==> config.mk <==
export PLATFORM = sky130hd
export DESIGN_NAME = ups_axi_regbank
export DESIGN_NICKNAME = d
export VERILOG_FILES = /design/src/rtl/ups_axi_regbank.sv
export SDC_FILE = /design/constraint.sdc
export NUM_CORES = 1
export LEC_CHECK = 0
export BUFFER_PORTS_ARGS = -buffer_cell sky130_fd_sc_hd__buf_2
export CAP_MARGIN = 20
export CORE_AREA = 2 2 318 320
export DETAILED_ROUTE_END_ITERATION = 8
export DIE_AREA = 0 0 320 322
export GPL_ROUTABILITY_DRIVEN = 0
export PLACE_DENSITY = 0.47
export RECOVER_POWER = 100
export SYNTH_ARGS = -nofsm -noshare
export SYNTH_HDL_FRONTEND = slang
export SYNTH_SLANG_ARGS = --single-unit
==> constraint.sdc <==
create_clock -name clk -period 33.8 [get_ports clk]
set_input_delay 3.38 -clock clk [delete_from_list [all_inputs] [get_ports clk]]
set_output_delay 3.38 -clock clk [all_outputs]
set_load 0.005 [all_outputs]
==> src/rtl/ups_axi_regbank.sv <==
// ups_axi_regbank: AXI4-Lite register bank with NW read/write control registers and NS read-only status registers
module ups_axi_regbank #(
    parameter int          NW      = 16,
    parameter int          NS      = 4,
    parameter logic [31:0] RST_VAL = 32'h0
) (
    input  logic                              clk,
    input  logic                              rst,
    output logic [NW-1:0][31:0]               data,
    output logic [NW-1:0]                     dv,
    input  logic [(NS>0?NS:1)-1:0][31:0]      status,
    output logic [(NS>0?NS:1)-1:0]            status_rd,
    input  logic [31:0]                       ca4l_araddr,
    input  logic                              ca4l_arvalid,
    output logic                              ca4l_arready,
    output logic [31:0]                       ca4l_rdata,
    output logic [1:0]                        ca4l_rresp,
    output logic                              ca4l_rvalid,
    input  logic                              ca4l_rready,
    input  logic [31:0]                       ca4l_awaddr,
    input  logic                              ca4l_awvalid,
    output logic                              ca4l_awready,
    input  logic [31:0]                       ca4l_wdata,
    input  logic [3:0]                        ca4l_wstrb,
    input  logic                              ca4l_wvalid,
    output logic                              ca4l_wready,
    output logic [1:0]                        ca4l_bresp,
    output logic                              ca4l_bvalid,
    input  logic                              ca4l_bready
);
    localparam int NSW = (NS > 0) ? NS : 1;

    typedef enum logic {RD_IDLE, RD_DATA} rd_state_t;
    typedef enum logic [1:0] {WR_COLLECT, WR_COMMIT, WR_RESP} wr_state_t;

    rd_state_t             rd_state_q, rd_state_d;
    logic                  rvalid_q, rvalid_d;
    logic [31:0]           rdata_q, rdata_d;
    logic [1:0]            rresp_q, rresp_d;
    logic [NSW-1:0]        status_rd_q, status_rd_d;
    logic [29:0]           ar_idx;
    logic                  rd_ctl, rd_sts;
    logic [31:0]           rd_val;
    logic [NSW-1:0]        rd_sel;

    wr_state_t             wr_state_q, wr_state_d;
    logic                  aw_held_q, aw_held_d;
    logic                  w_held_q, w_held_d;
    logic [29:0]           aw_idx_q, aw_idx_d;
    logic [31:0]           wdata_q, wdata_d;
    logic [3:0]            wstrb_q, wstrb_d;
    logic                  bvalid_q, bvalid_d;
    logic [1:0]            bresp_q, bresp_d;
    logic [NW-1:0][31:0]   data_q, data_d;
    logic [NW-1:0]         dv_q, dv_d;
    logic                  wr_ctl;

    // Byte offsets within a word carry no meaning for this bank.
    logic unused_addr_lsbs;
    assign unused_addr_lsbs = ^{ca4l_araddr[1:0], ca4l_awaddr[1:0]};

    assign ar_idx       = ca4l_araddr[31:2];
    assign ca4l_arready = ~rst & (rd_state_q == RD_IDLE);
    assign ca4l_rvalid  = rvalid_q;
    assign ca4l_rdata   = rdata_q;
    assign ca4l_rresp   = rresp_q;
    assign status_rd    = status_rd_q;
    assign ca4l_awready = ~rst & (wr_state_q == WR_COLLECT) & ~aw_held_q;
    assign ca4l_wready  = ~rst & (wr_state_q == WR_COLLECT) & ~w_held_q;
    assign ca4l_bvalid  = bvalid_q;
    assign ca4l_bresp   = bresp_q;
    assign data         = data_q;
    assign dv           = dv_q;

    // Read path: decode the AR address, capture the response on the handshake, hold it until R is taken.
    always_comb begin
        rd_state_d  = rd_state_q;
        rvalid_d    = rvalid_q;
        rdata_d     = rdata_q;
        rresp_d     = rresp_q;
        status_rd_d = '0;
        rd_ctl      = 1'b0;
        rd_sts      = 1'b0;
        rd_val      = '0;
        rd_sel      = '0;
        for (int i = 0; i < NW; i++) begin
            if (ar_idx == 30'(i)) begin
                rd_ctl = 1'b1;
                rd_val = data_q[i];
            end
        end
        for (int i = 0; i < NS; i++) begin
            if (ar_idx == 30'(NW + i)) begin
                rd_sts    = 1'b1;
                rd_val    = status[i];
                rd_sel[i] = 1'b1;
            end
        end
        if (rd_state_q == RD_IDLE) begin
            if (ca4l_arvalid) begin
                rd_state_d  = RD_DATA;
                rvalid_d    = 1'b1;
                rdata_d     = rd_val;
                rresp_d     = (rd_ctl | rd_sts) ? 2'b00 : 2'b10;
                status_rd_d = rd_sel;
            end
        end else if (ca4l_rready) begin
            rd_state_d = RD_IDLE;
            rvalid_d   = 1'b0;
        end
    end

    // Read state and response registers; reset discards any pending read.
    always_ff @(posedge clk or posedge rst) begin
        if (rst) begin
            rd_state_q  <= RD_IDLE;
            rvalid_q    <= 1'b0;
            rdata_q     <= '0;
            rresp_q     <= '0;
            status_rd_q <= '0;
        end else begin
            rd_state_q  <= rd_state_d;
            rvalid_q    <= rvalid_d;
            rdata_q     <= rdata_d;
            rresp_q     <= rresp_d;
            status_rd_q <= status_rd_d;
        end
    end

    // Write path: latch AW and W independently, commit byte lanes for one cycle, then hold B until taken.
    always_comb begin
        wr_state_d = wr_state_q;
        aw_held_d  = aw_held_q;
        w_held_d   = w_held_q;
        aw_idx_d   = aw_idx_q;
        wdata_d    = wdata_q;
        wstrb_d    = wstrb_q;
        bvalid_d   = bvalid_q;
        bresp_d    = bresp_q;
        data_d     = data_q;
        dv_d       = '0;
        wr_ctl     = 1'b0;
        for (int i = 0; i < NW; i++) begin
            if (aw_idx_q == 30'(i)) wr_ctl = 1'b1;
        end
        if (wr_state_q == WR_COLLECT) begin
            if (!aw_held_q && ca4l_awvalid) begin
                aw_held_d = 1'b1;
                aw_idx_d  = ca4l_awaddr[31:2];
            end
            if (!w_held_q && ca4l_wvalid) begin
                w_held_d = 1'b1;
                wdata_d  = ca4l_wdata;
                wstrb_d  = ca4l_wstrb;
            end
            if (aw_held_d && w_held_d) wr_state_d = WR_COMMIT;
        end else if (wr_state_q == WR_COMMIT) begin
            wr_state_d = WR_RESP;
            bvalid_d   = 1'b1;
            bresp_d    = wr_ctl ? 2'b00 : 2'b10;
            for (int i = 0; i < NW; i++) begin
                if (aw_idx_q == 30'(i)) begin
                    dv_d[i] = 1'b1;
                    for (int b = 0; b < 4; b++) begin
                        if (wstrb_q[b]) data_d[i][8*b +: 8] = wdata_q[8*b +: 8];
                    end
                end
            end
        end else if (ca4l_bready) begin
            wr_state_d = WR_COLLECT;
            bvalid_d   = 1'b0;
            aw_held_d  = 1'b0;
            w_held_d   = 1'b0;
        end
    end

    // Write state, hold flags, captured beats, response and the control registers themselves.
    always_ff @(posedge clk or posedge rst) begin
        if (rst) begin
            wr_state_q <= WR_COLLECT;
            aw_held_q  <= 1'b0;
            w_held_q   <= 1'b0;
            aw_idx_q   <= '0;
            wdata_q    <= '0;
            wstrb_q    <= '0;
            bvalid_q   <= 1'b0;
            bresp_q    <= '0;
            data_q     <= {NW{RST_VAL}};
            dv_q       <= '0;
        end else begin
            wr_state_q <= wr_state_d;
            aw_held_q  <= aw_held_d;
            w_held_q   <= w_held_d;
            aw_idx_q   <= aw_idx_d;
            wdata_q    <= wdata_d;
            wstrb_q    <= wstrb_d;
            bvalid_q   <= bvalid_d;
            bresp_q    <= bresp_d;
            data_q     <= data_d;
            dv_q       <= dv_d;
        end
    end
endmodule

== Word level (Yosys, flattened, before mapping) ==
Cells that the tools add are included.

* Equality and inequality tests: 38
* Multiplexer cells: 99
* Bitwise gates (word level): 10
* Reduce and logical (&&, ||, !) cells: 84

{| class="wikitable"
|+ Operators with widths
! cell !! number
|-
| $mux W32 || 20
|-
| $eq A30 B4 Y1 const B || 16
|-
| $reduce_and A4 Y1 || 64
|-
| $eq A30 B3 Y1 const B || 8
|-
| $eq A30 B2 Y1 const B || 4
|-
| $eq A30 B5 Y1 const B || 4
|-
| $mux W1 || 69
|-
| $eq A30 B1 Y1 const B || 2
|-
| $logic_not A30 Y1 || 2
|-
| $mux W16 || 2
|-
| $reduce_and A2 Y1 || 8
|-
| $mux W2 || 6
|-
| $mux W4 || 2
|-
| $reduce_bool A2 Y1 || 3
|-
| $not A1 Y1 || 5
|-
| $and A1 B1 Y1 || 4
|-
| $ne A2 B2 Y1 const B || 2
|-
| $logic_and A1 B1 Y1 || 3
|-
| $reduce_bool A3 Y1 || 1
|-
| $eq A2 B1 Y1 const B || 1
|-
| $logic_not A1 Y1 || 2
|-
| $logic_not A2 Y1 || 1
|-
| $ne A2 B1 Y1 const B || 1
|-
| $or A1 B1 Y1 || 1
|}

* Flip-flop bits (word level): 641
* Bits of input ports: 235
* Output and inout port bits: 573
* Logic and storage cells: 309

== Logic depth before layout (Yosys ltp) ==
Gate-level depths: netlist (run 1).

* Word-level depth: 21
* Depth in mapped cells: 11
* Gate-level depth less buffers: 8

== Worst setup path before layout (run 1) ==
No wires, ideal clock.

* Path type: input-to-output
* Start point: input port rst
* End point: output port ca4l_awready
* Data arrival time: 3.649 ns
* Required time: 30.420 ns
* Slack: 26.771 ns
* Stages on the path: 1
* Path buffers: 0
* Cells stage by stage: nor4_1

* Cells in the longest elaborated chain, start to end: 3

{| class="wikitable"
|+ RTL lines
! what !! RTL line !! text
|-
| from (decl) || 8 || <nowiki>input logic rst,</nowiki>
|-
| $not A1 Y1 || 68 || <nowiki>assign ca4l_awready = ~rst & (wr_state_q == WR_COLLECT) & ~aw_held_q;</nowiki>
|-
| $and A1 B1 Y1 (2 in series) || 68 ||
|-
| to (decl) || 22 || <nowiki>output logic ca4l_awready,</nowiki>
|}

Every way passes these cells.

==> results of run 1 <==
-- cell usage in the layout, fill, tap and decap left out, types with 13 or more instances in the layout --
| cell | synthesis | routed |
|---|---|---|
| nand4_1 | 20 | 20 |
| a2bb2oi_1 | 22 | 22 |
| nand3_1 | 14 | 15 |
| a211oi_1 | 15 | 15 |
| a222oi_1 | 14 | 14 |
| a2111oi_0 | 13 | 13 |
| a21oi_1 | 95 | 95 |
| buf_2 | 16 | 342 |
| a221o_1 | 18 | 18 |
| clkbuf_1 | 121 | 492 |
| clkbuf_8 | 0 | 18 |
| buf_4 | 2 | 70 |
| nor3_1 | 24 | 24 |
| o22ai_1 | 29 | 29 |
| a21o_1 | 16 | 16 |
| nor2_1 | 155 | 147 |
| o21ai_1 | 22 | 17 |
| a221oi_1 | 49 | 49 |
| mux2i_1 | 13 | 13 |
| o221ai_1 | 50 | 50 |
| o21ai_0 | 150 | 155 |
| dfrtp_1 | 639 | 639 |
| nand2_1 | 202 | 202 |
| a22oi_1 | 27 | 27 |
| inv_1 | 14 | 13 |
| clkbuf_16 | 0 | 79 |
| mux2_2 | 582 | 582 |
| nor4_1 | 23 | 19 |
-- flip-flops by register name, summed over array words and instances, names as in the netlist, 2 cells and up --
| name | cells |
|---|---|
| wr_state_q | 2 |
| wdata_q | 32 |
| status_rd | 4 |
| dv | 16 |
| wstrb_q | 4 |
| aw_idx_q | 30 |
| ca4l_rdata | 32 |
| data | 512 |
-- worst min path at each step --
stage,depth (start not counted),startpoint,end
floorplan,1,rd_state_q,ca4l_rvalid
global placement,2,ca4l_rresp[1],ca4l_rresp[1]
detailed placement,2,ca4l_rresp[1],ca4l_rresp[1]
CTS,2,ca4l_rresp[1],ca4l_rresp[1]
global route,2,ca4l_rresp[1],ca4l_rresp[1]
finish,2,ca4l_rdata[17],ca4l_rdata[17]
-- cell type report --
| cell class | instances | area, sq um | area share, % |
|---|---|---|---|
| well taps | 1298 | 1624 | 4.334 |
| diodes | 2 | 5.005 | 0.01336 |
| repair buffers | 887 | 4036 | 10.77 |
| multi-input cells | 1695 | 13210 | 35.24 |
| clock buffers | 116 | 2296 | 6.127 |
| flip-flops and latches | 639 | 15990 | 42.67 |
| inverters | 14 | 53.80 | 0.1436 |
| clock inverters | 23 | 261.5 | 0.6978 |
-- layer usage --
layer,routed length [microns],up-vias,share of wire [%]
li1,-,11080,-
met1,69980,14120,41
met2,80000,1279,47
met3,12990,263,7.6
met4,6796,10,4.0
met5,69,-,0.041
-- stage by stage --
step / setup WS (ns) / instances / total power (W) / hold WS [ns] / util, %
after floorplan: 12.52 / 2503 / 0.001018 / 0.4673 / -
after global routing: 14.82 / 4673 / 0.002074 / 0.5083 / 37.64
after detailed placement: 25.07 / 4530 / 0.001172 / 0.4638 / 35.74
final: 17.31 / 4674 / 0.002010 / 0.4874 / 37.64
after global placement: 25.10 / 4530 / 0.001171 / 0.4617 / 35.74
after CTS: 25.82 / 4669 / 0.002025 / 0.4809 / 38.31
-- logic make-up after synthesis --
kind of cell | share of synthesized area [%]
muxes | 22.45
buffers and inverters | 2.224
and+or+nand+nor | 7.915
other | 0.01260
DFF | 53.72
AOI/OAI and AO/OA | 13.68
-- critical path, stage by stage --
cell and delay [ns]:
clkbuf_1 0.35, clkinvlp_2 2.92, clkbuf_1 1.08, clkbuf_1 2.23, clkbuf_1 1.01, clkbuf_1 2.30
clkbuf_1 2.92
-- power groups by stage --
stage          sequential [W]  combinational, W  clock [W]
2_1_floorplan        0.000863          0.000155          0
3_3_place_gp          0.00101          0.000162          0
3_5_place_dp          0.00101          0.000163          0
4_1_cts              0.000995          0.000164   0.000865
5_1_grt               0.00100          0.000176   0.000895
6_report             0.000993          0.000163   0.000855
==> impl_metrics.yaml, run 1 <==
logic_synthesis:
  yosysWarnings: 0
  async_reset_ff_share_pct: 100.0
  yosysMostFrequentCell: "dfrtp_1"
  synthTopCellsByArea: "dfrtp_1 (54%), mux2_2 (22%), nand2_1 (2.5%)"
  yosysTopAreaCell: "dfrtp_1"
  yosysUniqueCellTypes: 68
  synth_common_cells: "dfrtp_1 (639), mux2_2 (582), nand2_1 (202)"
  synth_ff_type: "dfrtp_1"
  synth_edf_count: 0
  ys_seq_area_share_pct: 53.72
  syn_area_sq_mm: 0.02977
  synth-seq-cells: 639
  postSynthCellCount: 2502
  synth_area_per_cell_sq_um: 11.90
  synth_top_area_share_pct: 53.72
setup_path:
  critPathLaunchType: "input pin"
  r2r-end: "data[406]"
  startpoint: "rst"
  worstPathMaxFanout: 106
  reg2reg_slack_ns: 29.04
  path_class: "input pin to async pin"
  cp-endpoint: "dv[3]"
  r2r_start: "aw_idx_q[21]"
  worstPathArrival_ns: 16.33
  endpoint_kind: "async pin"
  r2r_cells: 7
  cp.required_ns: 33.64
global_route:
  grtUsageMet3_pct: 7.432
  antenna_found_initial: 13
  first_global_vias: 26020
  grt_max_degree: 178
  grt.total_usage_pct: 32.02
  grtUsageMet2_pct: 52.19
  busiest_layer: "met2"
  grt.overflow.total: 0
  gr-usage-met1_pct: 41.49
  grt_pass1_wl_microns: 227500
die:
  die_height_microns: 322
  boundaryPins: 808
  dieWidth_microns: 320
  start_util_pct: 29.90
  dieArea_sq_mm: 0.1030
  core_sq_mm: 0.09957
  num_rows: 116
cts:
  cts_root_buffer: "clkbuf_16"
  post_cts_buffers: 0
  clk_pin_slew_ns: 0.06
  htreeDepth: 3
  ctsHoldBuffers: 0
  cts_buffers: 78
  clockBufferDepth: 3
  cts_sinks: 639
  cts_tree: "yes"
  postCtsResizedCells: 0
  clock_latency_ns: 0.67
cells_and_area:
  nets: 3550
  drive_gt1_share_pct: 34.74
  nFillCells: 10290
  design_area_sq_mm: 0.03747
  area_delta_synth_final_pct: 25.89
pwr:
  vdd_ir_drop_max_mv: 0.04080
  seq_power_share_pct: 49.4
  p_switching_w: 0.0006296
  internal_power_w: 0.001380
  sw_frac_of_total_pct: 31.32
  power.leakage_nw: 17.76
  p_clk_share_pct: 42.5
  powerDensity_mw_per_mm2: 53.64
  comb_power_share_pct: 8.1
timing:
  rsz0062_at_grt: "false"
  setup_violations: 0
  fin_skew_ns: 0.02335
  post-route-period-util_pct: 48.79
  clock.fmax_mhz: 60.64
  tns_ns: 0
  period_minus_slack_ns: 16.49
  slew_viol_final: 687
  slew_headroom_pct: -569.3
  hold_violations: 0
  worst_pin_slew_ns: 10.04
placed_design:
  placed_cell_area_sq_mm: 0.03559
  io_buffers: 801
  dp.final_hpwl_microns: 127100
detailed_routing:
  drt_iter0_markers: 2368
  drc: 0
  firstDrtPassIters: 8
  routed_wl_microns: 169800
  vias_per_cell: 5.723
  vias: 26750
  drtAntennaViolNets: 0
  wl_per_cell_microns: 36.33
outcome:
  violations: "capacitance limit, slew limit"
  status: "complete, but fails checks"
min_path:
  hp-class: "flip-flop to flip-flop"
flow_run:
  drv_cap: 12
Power figures use the tool's default switching activity.
==> run 2: changes to the inputs <==
==> constraint.sdc (replaced) <==
create_clock -name clk -period 16.9 [get_ports clk]
set_input_delay 1.69 -clock clk [delete_from_list [all_inputs] [get_ports clk]]
set_output_delay 1.69 -clock clk [all_outputs]
set_load 0.005 [all_outputs]
==> run 2 against run 1 <==
  * The flow still finishes with violations (capacitance limit, slew limit)
  * Clock skew up 0.0065 ns
  * Via count about the same
  * Register-to-register slack worse by 17 ns
  * Total power up 100%
  * First-iteration DRC count up 16%
  * Clock-buffer cell count down 2
  * Largest cell class unchanged
==> impl_metrics.yaml, run 2 (same netlist as run 1, synthesis figures left out) <==
cells_and_area:
  seq_area_sq_mm: 0.01599
  post-route-util_pct: 37.68
  design_area_sq_mm: 0.03752
  area_delta_synth_final_pct: 26.05
  nets: 3549
  layout.cells.most_common: "dfrtp_1"
  largest_reg_flops: 512
  drive_gt1_share_pct: 34.08
  multi_input_area_sq_mm: 0.01321
  nFillCells: 10300
  layout_common_cells: "dfrtp_1 (639), mux2_2 (582), clkbuf_1 (515)"
  fin_cells: 4671
timing:
  post-route-period-util_pct: 55.97
  clock.fmax_mhz: 105.7
  worst_pin_slew_ns: 4.607
  period_minus_slack_ns: 9.459
  tns_ns: 0
  fin_skew_ns: 0.02987
  fin_hold_ws_ns: 0.4773
  slew_viol_final: 420
  setup_violations: 0
  hold_violations: 0
  slew_headroom_pct: -215.1
  rsz0062_at_grt: "false"
cts:
  postCtsResizedCells: 0
  htreeDepth: 3
  clock_latency_ns: 0.66
  post_cts_buffers: 0
  cts_buffers: 78
  clockBufferDepth: 3
  clk_pin_slew_ns: 0.05
  cts_tree: "yes"
  cts_sinks: 639
  ctsHoldBuffers: 0
  cts_root_buffer: "clkbuf_16"
detailed_routing:
  vias_per_cell: 5.730
  vias: 26770
  drc: 0
  routed_wl_microns: 169400
  drtAntennaViolNets: 0
  drt_iter0_markers: 2746
  wl_per_cell_microns: 36.27
  firstDrtPassIters: 6
setup_path:
  startpoint: "rst"
  cp.required_ns: 16.77
  r2r-end: "wdata_q[5]"
  worstPathMaxFanout: 69
  cp-endpoint: "data[424]"
  endpoint_kind: "async pin"
  reg2reg_slack_ns: 12.45
  worstPathArrival_ns: 9.33
  critPathLaunchType: "input pin"
  path_class: "input pin to async pin"
  r2r_cells: 4
  r2r_start: "wr_state_q[1]"
pwr:
  powerDensity_mw_per_mm2: 108.6
  vdd_ir_drop_max_mv: 0.08212
  power.leakage_nw: 17.68
die:
  start_util_pct: 29.90
  core_sq_mm: 0.09957
  die_height_microns: 322
  num_rows: 116
  dieWidth_microns: 320
  boundaryPins: 808
  dieArea_sq_mm: 0.1030
global_route:
  first_global_vias: 26230
  antenna_found_initial: 11
  grt.overflow.total: 0
  grt_pass1_wl_microns: 227700
  grt_max_degree: 158
  grt.total_usage_pct: 32.00
outcome:
  violations: "capacitance limit, slew limit"
  status: "complete, but fails checks"
placed_design:
  io_buffers: 801
  dp.final_hpwl_microns: 126900
  placed_cell_area_sq_mm: 0.03559
  post-place-cells: 4530
min_path:
  hp-class: "flip-flop to flip-flop"
flow_run:
  drv_cap: 11
run 2: cell type report:
class	count	share of cell area (%)
sequential	639	42.62
clock inverter	23	0.7736
inverter	14	0.1434
multi-input combinational	1695	35.21
clock buffer	114	6.269
timing repair buffer	886	10.64
antenna	2	0.01334
tap	1298	4.328
run 2: through the flow:
stage	setup slack, ns	power [W]
floorplan	6.481	0.002036
global placement	10.22	0.002345
detailed placement	10.25	0.002346
CTS	10.93	0.004105
global route	5.876	0.004202
finish	7.441	0.004076
run 2: how the worst min path moves through the flow:
stage	start	end	slack (ns)	cells past startpoint
floorplan	rd_state_q	ca4l_rvalid	0.47	1
global placement	ca4l_rresp[1]	ca4l_rresp[1]	0.46	2
detailed placement	ca4l_rresp[1]	ca4l_rresp[1]	0.46	2
CTS	ca4l_rresp[1]	ca4l_rresp[1]	0.47	2
global route	ca4l_rresp[1]	ca4l_rresp[1]	0.51	2
finish	ca4l_rresp[1]	ca4l_rresp[1]	0.48	2
run 2: worst max-delay path, stage by stage:
cell and delay, ns:
clkbuf_1 0.30, clkinvlp_2 0.76, clkbuf_1 1.22, clkbuf_1 2.38, clkbuf_1 2.84
run 2: per-layer routing:
layer	wire, microns	vias up	track usage [%]
met5	52	-	0
met4	6240	8	10.99
met3	13810	258	8.268
met2	80240	1279	52.45
met1	69080	14140	40.90
li1	-	11080	-
run 2: power breakdown:
part	switching, W	total (W)	internal [W]
registers	0.000377	0.00199	0.00162
logic	0.000174	0.000328	0.000154
clock network	0.000700	0.00175	0.00105
